===== config.mk =====
export PLATFORM = sky130hd
export DESIGN_NAME = ctrl_pipe_flat
export DESIGN_NICKNAME = d
export VERILOG_FILES = /design/src/rtl/ctrl_pipe_if.sv /design/src/rtl/ctrl_pipe.sv /design/src/flat_wrapper.sv
export SDC_FILE = /design/constraint.sdc
export NUM_CORES = 1
export LEC_CHECK = 0
export CORE_ASPECT_RATIO = 1.25
export CORE_MARGIN = 2
export CORE_UTILIZATION = 39
export DETAILED_ROUTE_END_ITERATION = 8
export GPL_TIMING_DRIVEN = 1
export PLACE_DENSITY_LB_ADDON = 0.05
export SLEW_MARGIN = 40
export SYNTH_ARGS = -nofsm -noshare
export SYNTH_HDL_FRONTEND = slang
export SYNTH_SLANG_ARGS = --single-unit

===== constraint.sdc =====
create_clock -name clk -period 2 [get_ports clk]
set_input_delay 0.4 -clock clk [delete_from_list [all_inputs] [get_ports clk]]
set_output_delay 0.4 -clock clk [all_outputs]
set_load 0.03 [all_outputs]

===== src/rtl/ctrl_pipe_if.sv =====
// Bundles the D-stage decode inputs, pipeline hazard controls and the staged
// control outputs of ctrl_pipe into one interface.
interface ctrl_pipe_if #(
  parameter int ALUCTL_W = 4
);
  logic [6:0]          OP;
  logic [2:0]          funct3;
  logic [6:0]          funct7;
  logic                ValidD;
  logic                StallE;
  logic                FlushE;

  logic [2:0]          Imm_SrcD;
  logic                IllegalD;

  logic                RegWriteE;
  logic                MemWriteE;
  logic                JumpE;
  logic                BranchE;
  logic                ALUSrcE;
  logic                WD3_SrcE;
  logic [1:0]          ResultSrcE;
  logic [ALUCTL_W-1:0] ALUControlE;
  logic [2:0]          BranchF3E;

  logic                RegWriteM;
  logic                MemWriteM;
  logic [1:0]          ResultSrcM;

  logic                RegWriteW;
  logic [1:0]          ResultSrcW;

  logic                MulDivBusy;

  modport master (
    output OP, funct3, funct7, ValidD, StallE, FlushE,
    input  Imm_SrcD, IllegalD,
    input  RegWriteE, MemWriteE, JumpE, BranchE, ALUSrcE, WD3_SrcE,
    input  ResultSrcE, ALUControlE, BranchF3E,
    input  RegWriteM, MemWriteM, ResultSrcM,
    input  RegWriteW, ResultSrcW, MulDivBusy
  );

  modport slave (
    input  OP, funct3, funct7, ValidD, StallE, FlushE,
    output Imm_SrcD, IllegalD,
    output RegWriteE, MemWriteE, JumpE, BranchE, ALUSrcE, WD3_SrcE,
    output ResultSrcE, ALUControlE, BranchF3E,
    output RegWriteM, MemWriteM, ResultSrcM,
    output RegWriteW, ResultSrcW, MulDivBusy
  );
endinterface


===== src/rtl/ctrl_pipe.sv =====
// RV32I-style control decode with E/M/W control pipeline registers.
// Define CTRL_PIPE_MULDIV_EN to add mul/div decode and the multi-cycle E occupancy counter.
module ctrl_pipe #(
  parameter int ALUCTL_W   = 4,
  parameter int MULDIV_LAT = 4
) (
  input  logic        clk,
  input  logic        rst_n,
  ctrl_pipe_if.slave  bus
);

  if (ALUCTL_W < 4) begin : g_alu_w_chk
    $error("ctrl_pipe: ALUCTL_W must be at least 4");
  end
  if (MULDIV_LAT < 2 || MULDIV_LAT > 16) begin : g_lat_chk
    $error("ctrl_pipe: MULDIV_LAT must be in 2..16");
  end

  typedef enum logic [3:0] {
    ALU_ADD  = 4'd0,  ALU_SUB = 4'd1,  ALU_AND = 4'd2, ALU_OR  = 4'd3,
    ALU_SLT  = 4'd4,  ALU_XOR = 4'd5,  ALU_SLL = 4'd6, ALU_SRL = 4'd7,
    ALU_SRA  = 4'd8,  ALU_MUL = 4'd9,  ALU_MULH = 4'd10,
    ALU_DIV  = 4'd11, ALU_REM = 4'd12
  } alu_op_e;

  typedef struct packed {
    logic                rw;
    logic                mw;
    logic                jump;
    logic                branch;
    logic                alu_src;
    logic                wd3_src;
    logic [1:0]          rs;
    logic [ALUCTL_W-1:0] alu_ctl;
    logic [2:0]          br_f3;
  } ctrl_e_t;

  typedef struct packed {
    logic       rw;
    logic       mw;
    logic [1:0] rs;
  } ctrl_m_t;

  typedef struct packed {
    logic       rw;
    logic [1:0] rs;
  } ctrl_w_t;

  localparam logic [6:0] OP_R     = 7'b0110011;
  localparam logic [6:0] OP_I_ALU = 7'b0010011;
  localparam logic [6:0] OP_LOAD  = 7'b0000011;
  localparam logic [6:0] OP_STORE = 7'b0100011;
  localparam logic [6:0] OP_BR    = 7'b1100011;
  localparam logic [6:0] OP_JAL   = 7'b1101111;
  localparam logic [6:0] OP_JALR  = 7'b1100111;
  localparam logic [6:0] OP_LUI   = 7'b0110111;

  localparam logic [6:0] F7_BASE = 7'b0000000;
  localparam logic [6:0] F7_ALT  = 7'b0100000;

  // Base integer funct3 mapping; 011 has no mapping here and is rejected by callers.
  function automatic alu_op_e base_alu(input logic [2:0] f3);
    case (f3)
      3'b000:  return ALU_ADD;
      3'b001:  return ALU_SLL;
      3'b010:  return ALU_SLT;
      3'b100:  return ALU_XOR;
      3'b101:  return ALU_SRL;
      3'b110:  return ALU_OR;
      3'b111:  return ALU_AND;
      default: return ALU_ADD;
    endcase
  endfunction

  ctrl_e_t    dec;
  alu_op_e    alu_op;
  logic [2:0] imm_src;
  logic       illegal;
`ifdef CTRL_PIPE_MULDIV_EN
  logic       is_muldiv;
`endif

  ctrl_e_t e_d, e_q;
  ctrl_m_t m_d, m_q;
  ctrl_w_t w_d, w_q;
  logic    muldiv_busy;
  logic    load_e;

  always_comb begin
    // NOTE: every decode output gets a default first so no path can infer a latch.
    dec       = '0;
    alu_op    = ALU_ADD;
    imm_src   = 3'b000;
    illegal   = 1'b0;
`ifdef CTRL_PIPE_MULDIV_EN
    is_muldiv = 1'b0;
`endif
    case (bus.OP)
      OP_R: begin
        dec.rw = 1'b1;
        case (bus.funct7)
          F7_BASE: begin
            alu_op  = base_alu(bus.funct3);
            illegal = (bus.funct3 == 3'b011);
          end
          F7_ALT: begin
            case (bus.funct3)
              3'b000:  alu_op  = ALU_SUB;
              3'b101:  alu_op  = ALU_SRA;
              default: illegal = 1'b1;
            endcase
          end
`ifdef CTRL_PIPE_MULDIV_EN
          7'b0000001: begin
            is_muldiv = 1'b1;
            case (bus.funct3)
              3'b000:  alu_op  = ALU_MUL;
              3'b001:  alu_op  = ALU_MULH;
              3'b100:  alu_op  = ALU_DIV;
              3'b110:  alu_op  = ALU_REM;
              default: illegal = 1'b1;
            endcase
          end
`endif
          default: illegal = 1'b1;
        endcase
      end
      OP_I_ALU: begin
        dec.rw      = 1'b1;
        dec.alu_src = 1'b1;
        case (bus.funct3)
          3'b001: begin
            alu_op  = ALU_SLL;
            illegal = (bus.funct7 != F7_BASE);
          end
          3'b101: begin
            if (bus.funct7 == F7_BASE)     alu_op  = ALU_SRL;
            else if (bus.funct7 == F7_ALT) alu_op  = ALU_SRA;
            else                           illegal = 1'b1;
          end
          3'b011:  illegal = 1'b1;
          default: alu_op  = base_alu(bus.funct3);
        endcase
      end
      OP_LOAD: begin
        dec.rw      = 1'b1;
        dec.alu_src = 1'b1;
        dec.rs      = 2'b01;
        illegal     = (bus.funct3 != 3'b010);
      end
      OP_STORE: begin
        dec.mw      = 1'b1;
        dec.alu_src = 1'b1;
        imm_src     = 3'b001;
        illegal     = (bus.funct3 != 3'b010);
      end
      OP_BR: begin
        dec.branch = 1'b1;
        dec.br_f3  = bus.funct3;
        imm_src    = 3'b010;
        case (bus.funct3)
          3'b000, 3'b001: alu_op  = ALU_SUB;
          3'b100, 3'b101: alu_op  = ALU_SLT;
          default:        illegal = 1'b1;
        endcase
      end
      OP_JAL: begin
        dec.rw      = 1'b1;
        dec.jump    = 1'b1;
        dec.rs      = 2'b10;
        dec.wd3_src = 1'b1;
        imm_src     = 3'b100;
      end
      OP_JALR: begin
        dec.rw      = 1'b1;
        dec.jump    = 1'b1;
        dec.alu_src = 1'b1;
        dec.rs      = 2'b10;
        dec.wd3_src = 1'b1;
      end
      OP_LUI: begin
        dec.rw  = 1'b1;
        dec.rs  = 2'b11;
        imm_src = 3'b011;
      end
      default: illegal = 1'b1;
    endcase
    dec.alu_ctl = ALUCTL_W'(alu_op);
  end

  // Flush beats stall/busy; an empty or illegal D slot becomes a bubble.
  assign load_e = !bus.FlushE && !bus.StallE && !muldiv_busy;

  always_comb begin
    e_d = e_q;
    if (bus.FlushE)                     e_d = '0;
    else if (load_e && bus.ValidD && !illegal) e_d = dec;
    else if (load_e)                    e_d = '0;

    m_d = (bus.StallE || muldiv_busy) ? '0 : ctrl_m_t'{e_q.rw, e_q.mw, e_q.rs};
    w_d = ctrl_w_t'{m_q.rw, m_q.rs};
  end

`ifdef CTRL_PIPE_MULDIV_EN
  localparam int CNT_W = $clog2(MULDIV_LAT);

  logic [CNT_W-1:0] cnt_d, cnt_q;

  // The counter covers the remaining E cycles after the load cycle.
  always_comb begin
    cnt_d = cnt_q;
    if (bus.FlushE)       cnt_d = '0;
    else if (muldiv_busy) cnt_d = cnt_q - CNT_W'(1);
    else if (load_e)      cnt_d = (bus.ValidD && !illegal && is_muldiv) ? CNT_W'(MULDIV_LAT - 1) : '0;
  end

  always_ff @(posedge clk or negedge rst_n) begin
    if (!rst_n) cnt_q <= '0;
    else        cnt_q <= cnt_d;
  end

  assign muldiv_busy = (cnt_q != '0);
`else
  assign muldiv_busy = 1'b0;
`endif

  always_ff @(posedge clk or negedge rst_n) begin
    // NOTE: non-blocking assignments so every stage samples the pre-edge values together.
    if (!rst_n) begin
      e_q <= '0;
      m_q <= '0;
      w_q <= '0;
    end else begin
      e_q <= e_d;
      m_q <= m_d;
      w_q <= w_d;
    end
  end

  assign bus.Imm_SrcD    = imm_src;
  assign bus.IllegalD    = illegal;
  assign bus.RegWriteE   = e_q.rw;
  assign bus.MemWriteE   = e_q.mw;
  assign bus.JumpE       = e_q.jump;
  assign bus.BranchE     = e_q.branch;
  assign bus.ALUSrcE     = e_q.alu_src;
  assign bus.WD3_SrcE    = e_q.wd3_src;
  assign bus.ResultSrcE  = e_q.rs;
  assign bus.ALUControlE = e_q.alu_ctl;
  assign bus.BranchF3E   = e_q.br_f3;
  assign bus.RegWriteM   = m_q.rw;
  assign bus.MemWriteM   = m_q.mw;
  assign bus.ResultSrcM  = m_q.rs;
  assign bus.RegWriteW   = w_q.rw;
  assign bus.ResultSrcW  = w_q.rs;
  assign bus.MulDivBusy  = muldiv_busy;

endmodule


===== src/flat_wrapper.sv =====
// flat-port wrapper written by rule: the top's interface ports become plain ports
module ctrl_pipe_flat 
#(
  parameter int ALUCTL_W   = 4,
  parameter int MULDIV_LAT = 4
)
  (clk, rst_n, bus_OP, bus_funct3, bus_funct7, bus_ValidD, bus_StallE, bus_FlushE, bus_Imm_SrcD, bus_IllegalD, bus_RegWriteE, bus_MemWriteE, bus_JumpE, bus_BranchE, bus_ALUSrcE, bus_WD3_SrcE, bus_ResultSrcE, bus_ALUControlE, bus_BranchF3E, bus_RegWriteM, bus_MemWriteM, bus_ResultSrcM, bus_RegWriteW, bus_ResultSrcW, bus_MulDivBusy);
  ctrl_pipe_if #(.ALUCTL_W(ALUCTL_W)) bus_i ();
  input  logic clk;
  input  logic rst_n;
  input wire logic [$bits(bus_i.OP)-1:0] bus_OP;
  input wire logic [$bits(bus_i.funct3)-1:0] bus_funct3;
  input wire logic [$bits(bus_i.funct7)-1:0] bus_funct7;
  input wire logic [$bits(bus_i.ValidD)-1:0] bus_ValidD;
  input wire logic [$bits(bus_i.StallE)-1:0] bus_StallE;
  input wire logic [$bits(bus_i.FlushE)-1:0] bus_FlushE;
  output wire logic [$bits(bus_i.Imm_SrcD)-1:0] bus_Imm_SrcD;
  output wire logic [$bits(bus_i.IllegalD)-1:0] bus_IllegalD;
  output wire logic [$bits(bus_i.RegWriteE)-1:0] bus_RegWriteE;
  output wire logic [$bits(bus_i.MemWriteE)-1:0] bus_MemWriteE;
  output wire logic [$bits(bus_i.JumpE)-1:0] bus_JumpE;
  output wire logic [$bits(bus_i.BranchE)-1:0] bus_BranchE;
  output wire logic [$bits(bus_i.ALUSrcE)-1:0] bus_ALUSrcE;
  output wire logic [$bits(bus_i.WD3_SrcE)-1:0] bus_WD3_SrcE;
  output wire logic [$bits(bus_i.ResultSrcE)-1:0] bus_ResultSrcE;
  output wire logic [$bits(bus_i.ALUControlE)-1:0] bus_ALUControlE;
  output wire logic [$bits(bus_i.BranchF3E)-1:0] bus_BranchF3E;
  output wire logic [$bits(bus_i.RegWriteM)-1:0] bus_RegWriteM;
  output wire logic [$bits(bus_i.MemWriteM)-1:0] bus_MemWriteM;
  output wire logic [$bits(bus_i.ResultSrcM)-1:0] bus_ResultSrcM;
  output wire logic [$bits(bus_i.RegWriteW)-1:0] bus_RegWriteW;
  output wire logic [$bits(bus_i.ResultSrcW)-1:0] bus_ResultSrcW;
  output wire logic [$bits(bus_i.MulDivBusy)-1:0] bus_MulDivBusy;
  assign bus_i.OP = bus_OP;
  assign bus_i.funct3 = bus_funct3;
  assign bus_i.funct7 = bus_funct7;
  assign bus_i.ValidD = bus_ValidD;
  assign bus_i.StallE = bus_StallE;
  assign bus_i.FlushE = bus_FlushE;
  assign bus_Imm_SrcD = bus_i.Imm_SrcD;
  assign bus_IllegalD = bus_i.IllegalD;
  assign bus_RegWriteE = bus_i.RegWriteE;
  assign bus_MemWriteE = bus_i.MemWriteE;
  assign bus_JumpE = bus_i.JumpE;
  assign bus_BranchE = bus_i.BranchE;
  assign bus_ALUSrcE = bus_i.ALUSrcE;
  assign bus_WD3_SrcE = bus_i.WD3_SrcE;
  assign bus_ResultSrcE = bus_i.ResultSrcE;
  assign bus_ALUControlE = bus_i.ALUControlE;
  assign bus_BranchF3E = bus_i.BranchF3E;
  assign bus_RegWriteM = bus_i.RegWriteM;
  assign bus_MemWriteM = bus_i.MemWriteM;
  assign bus_ResultSrcM = bus_i.ResultSrcM;
  assign bus_RegWriteW = bus_i.RegWriteW;
  assign bus_ResultSrcW = bus_i.ResultSrcW;
  assign bus_MulDivBusy = bus_i.MulDivBusy;
  ctrl_pipe #(.ALUCTL_W(ALUCTL_W), .MULDIV_LAT(MULDIV_LAT)) u_core (.clk(clk), .rst_n(rst_n), .bus(bus_i));
endmodule

# Yosys cells after proc, flatten, opt, wreduce, memory -nomap -nowiden
# Cells that the tools add are included.
[totals]
regBits = 22
in_bits = 22
elab_cells = 78
[classes]
n_mux = 28
n_eq_ne = 17
n_reduce_logical = 19
[op_table]
columns = ["op", "n"]
rows = [
  ["2-to-1 mux 15 bit", 3],
  ["equality test 7 x 6 -> 1 bit, second input constant", 4],
  ["one-hot mux 3 bit (4 select lines)", 2],
  ["one-hot mux 4 bit (3 select lines)", 2],
  ["equality test 7 bit, second input constant", 3],
  ["one-hot mux 3 bit (6 select lines)", 1],
  ["one-hot mux 4 bit (2 select lines)", 2],
  ["equality test 3 bit, second input constant", 4],
  ["2-to-1 mux 4 bit", 3],
  ["OR reduction 2 bit", 5],
  ["2-to-1 mux 1 bit", 9],
  ["OR reduction 4 bit", 2],
  ["equality test 7 x 2 -> 1 bit, second input constant", 1],
  ["equality test 7 x 5 -> 1 bit, second input constant", 1],
  ["logical NOT 7 bit", 1],
  ["nonzero test 7 bit", 1],
  ["equality test 3 x 2 -> 1 bit, second input constant", 2],
  ["one-hot mux 2 bit (3 select lines)", 1],
  ["one-hot mux 3 bit (2 select lines)", 1],
  ["OR reduction 6 bit", 1],
  ["one-hot mux 1 bit (5 select lines)", 1],
  ["equality test 3 x 1 -> 1 bit, second input constant", 1],
  ["logical AND 1 bit", 3],
  ["logical NOT 1 bit", 3],
  ["other kinds (7)", 7],
]

# Longest topological paths before layout
# Gate-level depths: netlist of the first run.
[depth]
word_depth = 9
depth_mapped = 6
mapped_depth_nobuf = 5

# Worst setup path before layout of the first run
# OpenSTA, ideal clock, no wires.
[synth_path]
path_type = "input-to-output"
start = "input bus_funct7[1]"
end = "output bus_IllegalD"
slack_ns = -0.254
t_arrival_ns = 1.854
cell_stages = 5
t_required_ns = 1.600
path_cell_list = "or4_4 nor2b_4 o2111a_1 a311oi_2 nand2b_1"
[synth_via]
elab_chain_cells = 5
word_cells_on_any_way = 8
classes_between = "eq/ne (1); mux (5); reduce/logical (2)"
[synth_rtl]
columns = ["element", "line_no", "text"]
rows = [
  ["start, declared", "flat_wrapper.sv:13", "input wire logic [$bits(bus_i.funct7)-1:0] bus_funct7;"],
  ["equality test 7 x 6 -> 1 bit", "ctrl_pipe.sv:101, ctrl_pipe.sv:138", ""],
  ["2-to-1 mux 1 bit", "ctrl_pipe.sv:138", "else if (bus.funct7 == F7_ALT) alu_op = ALU_SRA;"],
  ["2-to-1 mux 1 bit", "ctrl_pipe.sv:137", "if (bus.funct7 == F7_BASE) alu_op = ALU_SRL;"],
  ["one-hot mux 1 bit (3 select lines)", "ctrl_pipe.sv:131", "case (bus.funct3)"],
  ["one-hot mux 1 bit (5 select lines) (*)", "ctrl_pipe.sv:98", "case (bus.OP)"],
  ["end, declared", "flat_wrapper.sv:18", "output wire logic [$bits(bus_i.IllegalD)-1:0] bus_IllegalD;"],
]
# Every way passes the cells marked *; elsewhere a longest branch is shown, timed or not.

# Final worst setup path of the first run
[layout_path]
start = "input bus_funct7[2]"
end = "output bus_IllegalD"
# The elaborated chain is that of the path after synthesis.

==> flow_summary_export.csv, run 1 <==
group,metric,value,unit
synth,synthFlopType,"dfrtp_1",
clock_tree,postCtsHoldBufs,0,
clock_tree,clk_pin_slew_worst_paths,0.07,ns
detailed_routing,via_per_inst,5.23,
synth,synth_compound_area_share,22.8,%
timing,post-route-period-util,120,%
final_layout,drive_gt1_share,34.9,%
detailed_routing,dr_total_vias,1333,
die,initial_core_util,40.3,%
final_layout,fin_nets,241,
synth,synth_seq_cells,21,
detailed_routing,ant_nets,0,
global_route,grt_pass1_wl,5880,µm
die,fp.dieW,55.4,µm
final_layout,regArea,526,µm²
global_route,grt_max_degree,22,
timing,hold_viol_final,0,
clock_tree,cts_tree,"yes",
die,core.rowCount,23,
final_layout,final_cells,255,
final_layout,finalInstanceArea,2140,µm²
die,die-area,3780,µm²
setup_path,cp.required,1.60,ns
clock_tree,max-clock-path-buffers,2,
place,dp.cells,250,
synth,synth_cells,134,
detailed_routing,remaining_drc_errors,0,
synth,synth_xor_area_share,0.680,%
place,hpwl,2740,µm
clock_tree,cts_buffers,3,
global_route,track_usage,19.5,%
power_and_ir_drop,powerDensity,413,nW/µm²
timing,fin_ws,-0.391,ns
detailed_routing,routedWlPerCell,13.4,µm
timing,holdWs,0.383,ns
synth,muxShareOfSynthArea,0.874,%
detailed_routing,drt_wl_total,3420,µm
place,gp_congestion,0.852,
synth,synthArstFlopShare,100,%
synth,synth_edf_count,0,
power_and_ir_drop,power.leakage,0.000975,µW
final_layout,layout_commonest_cell,"buf_4",
global_route,grt_pass1_vias,1377,
synth,synthAdderAreaFrac,0,%
place,place_ws,-1.11,ns
setup_path,endpoint_kind,"output port",
synth,syn_nets,156,
final_layout,multi_input_area,739,µm²
final_layout,diodes,0,
final_layout,final_core_util,67.1,%
die,io_pins,49,
synth,yosysSeqAreaShare,40.8,%
die,die_height,68.3,µm
timing,setup_viol,1,
place,placed_area,2050,µm²
synth,syn-cell-area,1290,µm²
die,core_area,3190,µm²
global_route,globalRouteOverflowTotal,0,
min_path,min_path_type,"register to register",
final_layout,fill_cells,262,
timing,period_minus_slack,2.39,ns
final_layout,layout_common_cells,"42 x buf_4, 30 x clkdlybuf4s50_1, 21 x dfrtp_1",
synth,syn_avg_cell_area,9.62,µm²
place,port_buffers,47,
power_and_ir_drop,ir_drop,0.399,mV
clock_tree,clock_latency,0.25,ns
clock_tree,clkSinkCount,21,
synth,ys_types,51,
run_status,status,"finished, violations left",
timing,rsz0062_at_grt,"yes",
setup_path,worst_ep_arrival_time,1.99,ns
flow_run,maxCapViolCount,0,
timing,slew_violations,0,
timing,worst_clock_skew,0.00178,ns
final_layout,area_delta_synth_final,66.3,%
clock_tree,cts-root-buf,"clkbuf_8",
run_status,violations,"negative setup slack",
global_route,antenna_found_initial,0,
synth,synth_top_family_by_area,"simple AND/OR/NAND/NOR gates",
timing,max_freq,0.418,GHz
setup_path,path_max_fanout,3,
clock_tree,htreeDepth,1,
detailed_routing,dr.pass1.iters,4,
synth,yosys.area_share.simple,28.5,%
setup_path,cp-start-kind,"input pin",
setup_path,path_class,"input pin to output port",
detailed_routing,drt_iter0_markers,34,
synth,yosysWarnings,0,
metrics by stage:
stage	TNS [ns]	power, µW
4_1_cts	-0.347	895
3_5_place_dp	-7.31	631
3_3_place_gp	-6.38	626
2_1_floorplan	-0.216	511
6_report	-0.391	886
5_1_grt	-0.536	926
metal layers:
layer	part of all wire [%]	GRT usage (%)	vias up
li1	-	-	655
met1	43	23.2	628
met2	51	35.4	44
met3	4.3	1.70	6
met4	1.8	10.1	0
met5	0	0	-
cells in the mapped netlist (2+ instances only):
master / n / area (µm²)
dfrtp_1: 21 / 526
nand2_1: 12 / 45.0
nor2_1: 10 / 37.5
nor2b_1: 7 / 43.8
a22o_1: 6 / 52.6
and2_1: 5 / 31.3
nor3_1: 5 / 25.0
inv_1: 4 / 15.0
o21ai_0: 4 / 20.0
a21oi_1: 3 / 15.0
buf_4: 3 / 22.5
nand2b_1: 3 / 18.8
nand3_1: 3 / 15.0
a21o_1: 2 / 15.0
buf_2: 2 / 10.0
buf_6: 2 / 22.5
clkbuf_1: 2 / 7.51
nand3b_1: 2 / 15.0
nor3b_1: 2 / 15.0
o211ai_1: 2 / 15.0
o21ai_1: 2 / 10.0
o22ai_1: 2 / 12.5
o31ai_1: 2 / 15.0
final cells by class:
| cell class | instances | area share [%] |
|---|---|---|
| repair buffers | 89 | 36.0 |
| clock buffers | 4 | 2.10 |
| multi-input cells | 100 | 34.5 |
| flip-flops and latches | 21 | 24.5 |
| inverters | 4 | 0.701 |
| well taps | 37 | 2.16 |
report_power, final:
group / internal (µW) / switching, µW / leakage [µW]
logic: 104 / 94.8 / 0.000658
registers: 425 / 0.287 / 0.000293
clock network: 141 / 120 / 0.0000228
path summary, 6_finish.rpt:
kind	cells past startpoint	start	to	slack, ns
setup / recovery	7	bus_funct7[2]	bus_IllegalD	-0.39
hold / removal	0	u_core.bus.ResultSrcM[0]$_DFF_PN0_	u_core.bus.ResultSrcW[0]$_DFF_PN0_	0.38
setup reg to reg	3	u_core.bus.ALUControlE[0]$_DFFE_PN0P_	u_core.bus.ALUControlE[0]$_DFFE_PN0P_	1.12
hold reg to reg	0	u_core.bus.ResultSrcM[0]$_DFF_PN0_	u_core.bus.ResultSrcW[0]$_DFF_PN0_	0.38
max in group asynchronous	2	rst_n	u_core.bus.BranchF3E[0]$_DFFE_PN0P_	1.32
min in group asynchronous	2	rst_n	u_core.bus.ResultSrcE[0]$_DFFE_PN0P_	0.48
cell families after synthesis:
logic type / after synthesis
and+or+nand+nor: 60
AOI/OAI and AO/OA: 37
DFF: 21
buffers and inverters: 13
xor gates and xnor gates: 1
muxes: 1
other: 1
critical path: stages:
cell	delay, ns
buf_6	0.09
or4_4	0.56
nor2b_4	0.15
o2111a_1	0.26
a311oi_2	0.28
nand2b_1	0.11
buf_6	0.15
registers in the layout, indices dropped and copies added, names as in the netlist:
register	cells
u_core.bus.ResultSrcW	2
u_core.bus.BranchE	1
u_core.bus.MemWriteE	1
u_core.bus.ResultSrcM	2
u_core.bus.JumpE	1
u_core.bus.RegWriteW	1
u_core.bus.ResultSrcE	2
u_core.bus.ALUControlE	4
u_core.bus.RegWriteE	1
u_core.bus.MemWriteM	1
u_core.bus.BranchF3E	3
u_core.bus.RegWriteM	1
u_core.bus.ALUSrcE	1
what timing repair did:
action                     CTS  global route
pin swaps                    4             5
resized for setup           40             8
setup endpoints to repair   14             9
buffers inserted             2             2
hold endpoints to repair     0             0
Power figures use the tool's default switching activity.
==> inputs of run 2 (changes only) <==
- CORE_MARGIN: 2 -> not set
- GPL_ROUTABILITY_DRIVEN: not set -> 1
==> run 2 against run 1 <==
  * The run still ends with negative setup slack left
  * Largest power group unchanged
  * Clock skew shrank 0.00065 ns
  * Fmax fell by 0.83%
  * Via count up 0.15%
  * Hold slack gained 0.0037 ns
  * Critical path type unchanged
  * Sequential power about the same
==> flow_summary_export.csv, run 2 (same netlist as run 1, synthesis figures left out) <==
group,metric,value,unit
run_status,status,"finished, violations left",
run_status,violations,"negative setup slack",
setup_path,path_max_fanout,3,
die,core.rowCount,22,
detailed_routing,via_per_inst,5.19,
power_and_ir_drop,powerDensity,384,nW/µm²
clock_tree,max-clock-path-buffers,2,
setup_path,reg2reg_depth,3,
timing,max_freq,0.415,GHz
final_layout,final_cells,257,
clock_tree,cts_buffers,3,
timing,hold_viol_final,0,
timing,worst_clock_skew,0.00113,ns
final_layout,layout_commonest_cell,"buf_4",
place,port_buffers,47,
power_and_ir_drop,power.leakage,0.000993,µW
detailed_routing,remaining_drc_errors,0,
setup_path,endpoint_kind,"output port",
clock_tree,cts_tree,"yes",
detailed_routing,wl_met3,149,µm
min_path,hold_depth,0,
global_route,antenna_found_initial,0,
final_layout,diodes,0,
final_layout,drive_gt1_share,36.2,%
detailed_routing,dr.pass1.iters,4,
clock_tree,clkSinkCount,21,
clock_tree,htreeDepth,1,
global_route,grt_pass1_wl,5870,µm
setup_path,cp-start-kind,"input pin",
detailed_routing,ant_nets,0,
setup_path,crit_top_cell,"buf_6",
global_route,grt_pass1_vias,1327,
detailed_routing,drt_iter0_markers,28,
place,placed_area,2060,µm²
setup_path,cp.required,1.60,ns
global_route,grt_max_degree,22,
die,die_height,66.3,µm
detailed_routing,wl_met1,1460,µm
die,core_area,3030,µm²
global_route,track_usage,22.6,%
setup_path,path_class,"input pin to output port",
place,gp_congestion,0.854,
final_layout,finalInstanceArea,2150,µm²
power_and_ir_drop,ir_drop,0.341,mV
setup_path,critPathBufInv,2,
clock_tree,clock_latency,0.30,ns
final_layout,layout_common_cells,"44 x buf_4, 29 x clkdlybuf4s50_1, 21 x dfrtp_1",
setup_path,cp_cell_sequence,"buf_6 -> or4_4 -> nor2b_4 -> o2111a_1 -> a311oi_2 -> nand2b_1 -> buf_6",
timing,post-route-period-util,121,%
setup_path,slowest_delay,0.56,ns
final_layout,area_delta_synth_final,66.6,%
die,die-area,3540,µm²
die,fp.dieW,53.4,µm
clock_tree,clk_pin_slew_worst_paths,0.10,ns
flow_run,maxCapViolCount,0,
setup_path,slowest_stage,"or4_4",
clock_tree,postCtsHoldBufs,0,
die,io_pins,49,
timing,slew_violations,0,
place,dp.cells,250,
global_route,globalRouteOverflowTotal,0,
clock_tree,cts-root-buf,"clkbuf_4",
setup_path,worst_ep_arrival_time,2.01,ns
timing,rsz0062_at_grt,"yes",
timing,fin_ws,-0.411,ns
setup_path,cpLargestDelayFamily,"simple AND/OR/NAND/NOR gates",
timing,holdWs,0.386,ns
min_path,min_path_type,"register to register",
setup_path,cp.depth,7,
detailed_routing,drt_wl_total,3600,µm
die,initial_core_util,42.6,%
detailed_routing,dr_total_vias,1335,
final_layout,largest_register_ffs,4,
place,hpwl,2820,µm
timing,period_minus_slack,2.41,ns
detailed_routing,top_layer,"met4",
detailed_routing,routedWlPerCell,14.0,µm
final_layout,fin_nets,244,
timing,setup_viol,1,
detailed_routing,dr_wl_met2,1960,µm
[run 2: cell count changes in the layout (fill, tap and decap cells not counted), sizes merged]
| cell | change |
|---|---|
| clkbuf | +2 |
| dlygate4sd2 | -1 |
| clkdlybuf4s15 | -1 |
| buf | +3 |
| dlymetal6s2s | +1 |
| clkdlybuf4s50 | -1 |
[run 2: worst register-to-register path, stage by stage, from the launching register on]
cell and delay [ns]:
dfrtp_1 0.39, nand2_1 0.10, o211ai_1 0.11, a2bb2oi_2 0.17
[run 2: per-layer routing]
layer  up-vias  track usage (%)
met5         -                0
met4         0             8.88
met3         4             1.61
met2        46             41.1
met1       629             26.3
li1        656                -
[run 2: final cells by class]
class                   count  area (µm²)
clock buffers               4        26.3
fillers                   251         881
inverters                   4        15.0
multi-input cells         100         743
flip-flops and latches     21         526
well taps                  36        45.0
repair buffers             92         792
[run 2: power by group]
part / internal [µW] / switching, µW
Sequential: 425 / 0.286
Combinational: 107 / 99.5
Clock: 77.7 / 117
[run 2: worst paths after layout]
path	start	endpoint	slack, ns
max reg2reg	u_core.bus.ALUControlE[0]$_DFFE_PN0P_	u_core.bus.ALUControlE[0]$_DFFE_PN0P_	1.12
max in group asynchronous	rst_n	u_core.bus.BranchF3E[2]$_DFFE_PN0P_	1.37
min	u_core.bus.RegWriteM$_DFF_PN0_	u_core.bus.RegWriteW$_DFF_PN0_	0.39
min in group asynchronous	rst_n	u_core.bus.MemWriteM$_DFF_PN0_	0.43
min reg2reg	u_core.bus.RegWriteM$_DFF_PN0_	u_core.bus.RegWriteW$_DFF_PN0_	0.39
max	bus_funct7[2]	bus_IllegalD	-0.41
[run 2: through the flow]
step | total power [µW] | setup slack [ns] | setup TNS [ns] | util (%)
global route | 871 | -0.443 | -0.443 | 70.9
detailed placement | 631 | -1.16 | -7.08 | 68.0
global placement | 626 | -1.06 | -6.44 | 68.0
CTS | 828 | -0.413 | -0.413 | 70.5
finish | 826 | -0.411 | -0.411 | 70.9
floorplan | 511 | -0.216 | -0.216 | -
[run 2: timing repair]
action	in CTS	in global routing
pin swaps	4	2
hold endpoints to repair	0	0
gates resized for setup	41	11
setup buffers	3	0
endpoints found under the setup margin	14	7
==> inputs of run 3 (changes only) <==
- CORE_MARGIN: not set -> 2
- SLEW_MARGIN: 40 -> 20
==> results of run 3 <==
No change in the layout: final DEF, timing and power equal those of run 1.
